<file path="config.mk">
export PLATFORM = sky130hd
export DESIGN_NAME = apb_master_bridge
export DESIGN_NICKNAME = d
export VERILOG_FILES = /design/src/rtl/apb_pkg.sv /design/src/rtl/apb_master_bridge.sv
export SDC_FILE = /design/constraint.sdc
export NUM_CORES = 1
export LEC_CHECK = 0
export CAP_MARGIN = 5
export CORE_MARGIN = 3
export CORE_UTILIZATION = 47
export CTS_CLUSTER_DIAMETER = 200
export DETAILED_ROUTE_END_ITERATION = 7
export PLACE_DENSITY = 0.81
export SLEW_MARGIN = 15
export SYNTH_ARGS = -nofsm -noshare
export SYNTH_HDL_FRONTEND = slang
export SYNTH_SLANG_ARGS = --single-unit
</file>
<file path="constraint.sdc">
create_clock -name clk -period 4.3 [get_ports clk]
set_input_delay 1.29 -clock clk [delete_from_list [all_inputs] [get_ports clk]]
set_output_delay 1.29 -clock clk [all_outputs]
set_load 0.01 [all_outputs]
</file>
<file path="src/rtl/apb_pkg.sv">
// Shared definitions for the APB master bridge: FSM state type and default bus widths.
package apb_pkg;

  localparam int APB_ADDR_WIDTH = 8;
  localparam int APB_DATA_WIDTH = 8;

  typedef enum logic [1:0] {
    IDLE   = 2'd0,
    SETUP  = 2'd1,
    ACCESS = 2'd2,
    RESP   = 2'd3
  } apb_state_e;

endpackage

</file>
<file path="src/rtl/apb_master_bridge.sv">
// Request/response to APB master bridge: one outstanding transfer, wait-state
// tolerant ACCESS phase with an optional timeout that reports rsp_error.
module apb_master_bridge
  import apb_pkg::*;
#(
  parameter int ADDR_WIDTH     = APB_ADDR_WIDTH,
  parameter int DATA_WIDTH     = APB_DATA_WIDTH,
  parameter int TIMEOUT_CYCLES = 16
) (
  input  logic                  clk,
  input  logic                  rst,
  input  logic                  req_valid,
  output logic                  req_ready,
  input  logic                  req_write,
  input  logic [ADDR_WIDTH-1:0] req_addr,
  input  logic [DATA_WIDTH-1:0] req_wdata,
  output logic                  rsp_valid,
  input  logic                  rsp_ready,
  output logic [DATA_WIDTH-1:0] rsp_rdata,
  output logic                  rsp_error,
  output logic                  apb_psel,
  output logic                  apb_penable,
  output logic                  apb_pwrite,
  output logic [ADDR_WIDTH-1:0] apb_paddr,
  output logic [DATA_WIDTH-1:0] apb_pwdata,
  input  logic [DATA_WIDTH-1:0] apb_prdata,
  input  logic                  apb_pready
);

  localparam int CNT_RAW = $clog2(TIMEOUT_CYCLES + 1);
  localparam int CNT_W   = (CNT_RAW < 1) ? 1 : CNT_RAW;
  localparam bit TIMEOUT_EN = (TIMEOUT_CYCLES > 0);
  localparam logic [CNT_W-1:0] CNT_LAST =
    TIMEOUT_EN ? CNT_W'(TIMEOUT_CYCLES - 1) : '0;

  apb_state_e       state;
  logic [CNT_W-1:0] wait_cnt;

  assign req_ready = (state == IDLE);

  always_ff @(posedge clk or posedge rst) begin
    if (rst) begin
      state       <= IDLE;
      wait_cnt    <= '0;
      apb_psel    <= 1'b0;
      apb_penable <= 1'b0;
      apb_pwrite  <= 1'b0;
      apb_paddr   <= '0;
      apb_pwdata  <= '0;
      rsp_valid   <= 1'b0;
      rsp_rdata   <= '0;
      rsp_error   <= 1'b0;
    end else begin
      case (state)
        IDLE: begin
          if (req_valid) begin
            apb_pwrite <= req_write;
            apb_paddr  <= req_addr;
            apb_pwdata <= req_wdata;
            apb_psel   <= 1'b1;
            state      <= SETUP;
          end
        end
        SETUP: begin
          apb_penable <= 1'b1;
          wait_cnt    <= '0;
          state       <= ACCESS;
        end
        ACCESS: begin
          // pready is tested first so a completion on the threshold cycle wins
          if (apb_pready) begin
            apb_psel    <= 1'b0;
            apb_penable <= 1'b0;
            rsp_valid   <= 1'b1;
            rsp_rdata   <= apb_pwrite ? '0 : apb_prdata;
            rsp_error   <= 1'b0;
            state       <= RESP;
          end else if (TIMEOUT_EN && (wait_cnt == CNT_LAST)) begin
            apb_psel    <= 1'b0;
            apb_penable <= 1'b0;
            rsp_valid   <= 1'b1;
            rsp_rdata   <= '0;
            rsp_error   <= 1'b1;
            state       <= RESP;
          end else if (TIMEOUT_EN) begin
            wait_cnt <= wait_cnt + CNT_W'(1);
          end
        end
        RESP: begin
          if (rsp_ready) begin
            rsp_valid <= 1'b0;
            state     <= IDLE;
          end
        end
        default: state <= IDLE;
      endcase
    end
  end

endmodule

</file>
==> results by stage <==
Detailed routing:
- After detailed routing, the total wire length is 3539 um.
- After detailed routing, the average wire length per cell comes to between 15 and 20 um.
- The first TritonRoute pass finished after 4 iterations.
- The number of vias after detailed routing is 1175.
- The number of nets with antenna violations after routing is 0.
- The violation count after the first detailed-route iteration is 94.
- Dividing the detail-routed via count by the number of cells gives 5.269.
- For this run, design rule violations remaining after detail routing come to 0.

Synthesis:
- After synthesis the netlist holds a flip-flop and latch count of 36.
- When the netlist entered floorplanning its net count stood at 150.
- For this run, the leading register cell type out of synthesis is sky130_fd_sc_hd__dfrtp_1.
- The most frequent cell after synthesis is sky130_fd_sc_hd__dfrtp_1.
- Counting every instance in the synthesized netlist gives 115.
- The sequential element share of the synthesized area is 0.5701.
- In the synthesized netlist, the cells that appear most often are 36 x sky130_fd_sc_hd__dfrtp_1, 18 x sky130_fd_sc_hd__mux2_2, 10 x sky130_fd_sc_hd__a22o_2.
- The share of synthesized cell area in and, or, nand and nor gates is 0.06888.
- The average instance in the mapped netlist occupies 13.74 um2.
- The post-synthesis async set-or-reset flop share is 1.000.
- The multiplexer area fraction after synthesis is 0.1441.
- Of the post-synthesis cell area, the dominant cell type holds 0.5701.
- After synthesis the cells add up to 1580 um2.
- The cell type contributing the most total cell area after synthesis is sky130_fd_sc_hd__dfrtp_1.
- By area the synthesized netlist is led by sky130_fd_sc_hd__dfrtp_1 57%, sky130_fd_sc_hd__mux2_2 13%, sky130_fd_sc_hd__a22o_2 6.3%, sky130_fd_sc_hd__ha_1 4.0%, sky130_fd_sc_hd__nand2_1 1.9%.
- The XOR/XNOR share of the synthesized area is 0.
- The post-synthesis compound-gate area fraction is 0.1378.
- After synthesis, the largest family of logic cells by area is multiplexers.
- Yosys mapped a number of flops with a built-in enable equal to 0.
- Of the total synthesized cell area, the portion taken by full adders, half adders and majority gates is 0.03959.
- The number of different library cells used by synthesis comes to 29.
- The yosys synthesis warning count is 0.

GRT:
- The via count of the first global-routing pass is 1188.
- The initial antenna violation count is 0.
- The first-pass GRT wire length is approximately 5900 um.
- Across every metal layer, demand over resource in global routing totals 0.1907.
- The pin count of the biggest net entering global routing is 26.
- The final global-route overflow total is 0.

Floorplan:
- The placeable core area is 3128 um2.
- 60 I/O pins were placed.
- From bottom edge to top edge, the die measures 63.99 um.
- The number of core rows is 20.
- The die covers 4094 um2.
- Measured along the x axis, the die boundary spans around 64 um.
- The starting density of the core is 0.5052.

Clock tree:
- The register clock-pin slew on the reported worst setup and hold paths is roughly 0.11 ns.
- The clock drives 36 sinks.
- The number of cells upsized or downsized after cts is 0.
- The number of buffers on the longest clock path is 2.
- The clock tree root buffer cell is sky130_fd_sc_hd__clkbuf_4.
- The clock tree synthesis step divided the H-tree into 2 levels.
- For this design, the CTS-stage hold fixing added 0 buffers.
- TritonCTS created 5 clock buffers.
- The clock tree from TritonCTS is built.
- Once the clock tree was built, the setup fixing pass inserted 0 buffers.
- The clock latency on the worst-skew pair is roughly 0.33 ns.

Power and ir drop:
- The analysis attributes to net switching a power of ~490 uW.
- The switching share of power is 0.3278.
- The proportion of power drawn by combinational gates is 0.498.
- The total internal power is 1006 uW.
- Power spread over the standard cell area amounts to 665.7 nW/um2.
- The share of total power dissipated in the clock network is 0.124.
- The sequential group share of total power is 0.378.
- For this design the static power due to leakage is 0.0009714 uW.
- The worst voltage drop across the vdd grid is 0.3555 mV.

Finish:
- The layout-stage area growth over the synthesis result is 42.28%.
- In the final design database the tool counted 213 nets.
- The fraction of layout instances using a drive strength above 1 is 0.2346.
- Leaving out filler cells and counting taps, the final layout contains 223.
- 0 antenna diodes ended up in the layout.

STA:
- After layout, the minimum clock period comes to between 2 and 3 ns.
- The clock skew is 0.009074 ns.
- The total of endpoints with negative setup slack in the final report is 0.
- Of the available clock period, the critical path in the final layout requires 0.6920.
- Setup repair after global routing left no endpoint under its margin.
- Timing would allow up to 0.3361 GHz.
- The sum of negative setup slack is 0 ns.
- The final count of pins violating max slew is 0.
- The worst max-slew margin expressed relative to the limit is 0.3801.
- The hold violation total from the final report was 0.
- The setup slack after layout is 1.324 ns.
- For the pin with the worst max-slew slack, the measured transition is 0.9288 ns.

Min path:
- The number of cells on the worst hold path is 2.
- The min-delay analysis places its worst path in the category reg2reg.

Place:
- The post-placement worst setup slack is roughly 1.4 ns.
- The congestion estimate from routability-driven global placement came to 0.7860.
- The total instance count after detailed placement is 215.
- Summed over all nets, the half-perimeter wirelength after detailed placement is 2650 um.
- The number of port buffers is 59.

Setup path:
- STA classifies the critical path startpoint as a flop.
- The depth of the worst register-to-register path is 6.
- The worst setup path is of the reg2out kind.
- The maximum fanout count along the critical path is 5.
- STA classifies the critical path endpoint as an output pin.
- At the worst endpoint, the required time is 3.01 ns.
- Across all register-to-register paths, the minimum setup slack is 2.32 ns.
- At the worst endpoint, the arrival time is 1.69 ns.

Run:
- The number of maximum-capacitance violations is 0.

Run status:
- The run finished with clean final reports.
area by class of cell:
type                            count  area, um2
Clock buffer                        8      58.81
Fill cell                         248      879.6
Inverter                            5      18.77
Timing Repair Buffer               60      598.1
Sequential cell                    36      900.9
Multi-Input combinational cell     70      616.8
Tap cell                           44      55.05
critical path, cell delays in order (launching register included):
cell,delay [ns]
sky130_fd_sc_hd__dfrtp_1,0.42
sky130_fd_sc_hd__inv_1,0.09
sky130_fd_sc_hd__ha_1,0.27
sky130_fd_sc_hd__clkdlybuf4s50_1,0.58
cell families (layout without fill, tap and decap cells):
family / Yosys count / after routing
flip-flops: 36 / 36
AO/OA/AOI/OAI: 25 / 25
adder cells (fa/ha/maj): 5 / 5
buffers and inverters: 9 / 73
multiplexers: 20 / 20
AND/OR/NAND/NOR: 20 / 20
layer usage:
layer	share of wire	global-route usage	vias up
met5	0	0	-
met4	0.023	0.09973	0
met3	0.060	0.04745	6
met2	0.51	0.3084	45
met1	0.41	0.2342	583
li1	-	-	541
registers in the layout, indices dropped and copies added, names as in the netlist:
signal and flops:
state 2, apb_pwdata 8, wait_cnt 5, apb_pwrite 1, rsp_rdata 8, rsp_valid 1
rsp_error 1, apb_psel 1, apb_paddr 8, apb_penable 1
through the flow:
stage	total power [uW]	area, um2	hold WS, ns	util
floorplan	967.0	1580	0.4581	-
global placement	1291	2190	0.4509	0.7000
detailed placement	1321	2190	0.4540	0.7000
CTS	1512	2248	0.4789	0.7188
global route	1596	2248	0.5068	0.7188
finish	1497	2248	0.4772	0.7188
power by group through the flow:
stage	Combinational, uW	Clock [uW]	Sequential, uW
detailed placement	751	0	571
CTS	754	191	566
floorplan	344	0	624
finish	746	186	565
global route	800	212	584
global placement	728	0	563
cell usage in the layout, fill, tap and decap left out, types with 3 or more instances in the layout:
cell                              synthesis  routed
sky130_fd_sc_hd__nand2_1                  8       8
sky130_fd_sc_hd__clkdlybuf4s50_1          0      59
sky130_fd_sc_hd__a21oi_1                  3       3
sky130_fd_sc_hd__dfrtp_1                 36      36
sky130_fd_sc_hd__ha_1                     5       5
sky130_fd_sc_hd__inv_1                    5       5
sky130_fd_sc_hd__mux2_2                  18      18
sky130_fd_sc_hd__a22o_2                  10      10
sky130_fd_sc_hd__clkbuf_4                 0       5
sky130_fd_sc_hd__o21ai_0                  4       4
path summary, 6_finish.rpt:
| path | startpoint | endpoint |
|---|---|---|
| worst min register to register | apb_penable$_DFFE_PP0P_ | apb_penable$_DFFE_PP0P_ |
| worst min-delay path | apb_penable$_DFFE_PP0P_ | apb_penable$_DFFE_PP0P_ |
| worst max-delay path | state[0]$_DFFE_PP0P_ | req_ready |
| worst max register to register | wait_cnt[0]$_DFFE_PP0P_ | state[1]$_DFFE_PP0P_ |
| max in group asynchronous | rst | apb_pwdata[2]$_DFFE_PP0P_ |
| min in group asynchronous | rst | apb_paddr[4]$_DFFE_PP0P_ |
Note: power is estimated with default switching activity, not from simulation.
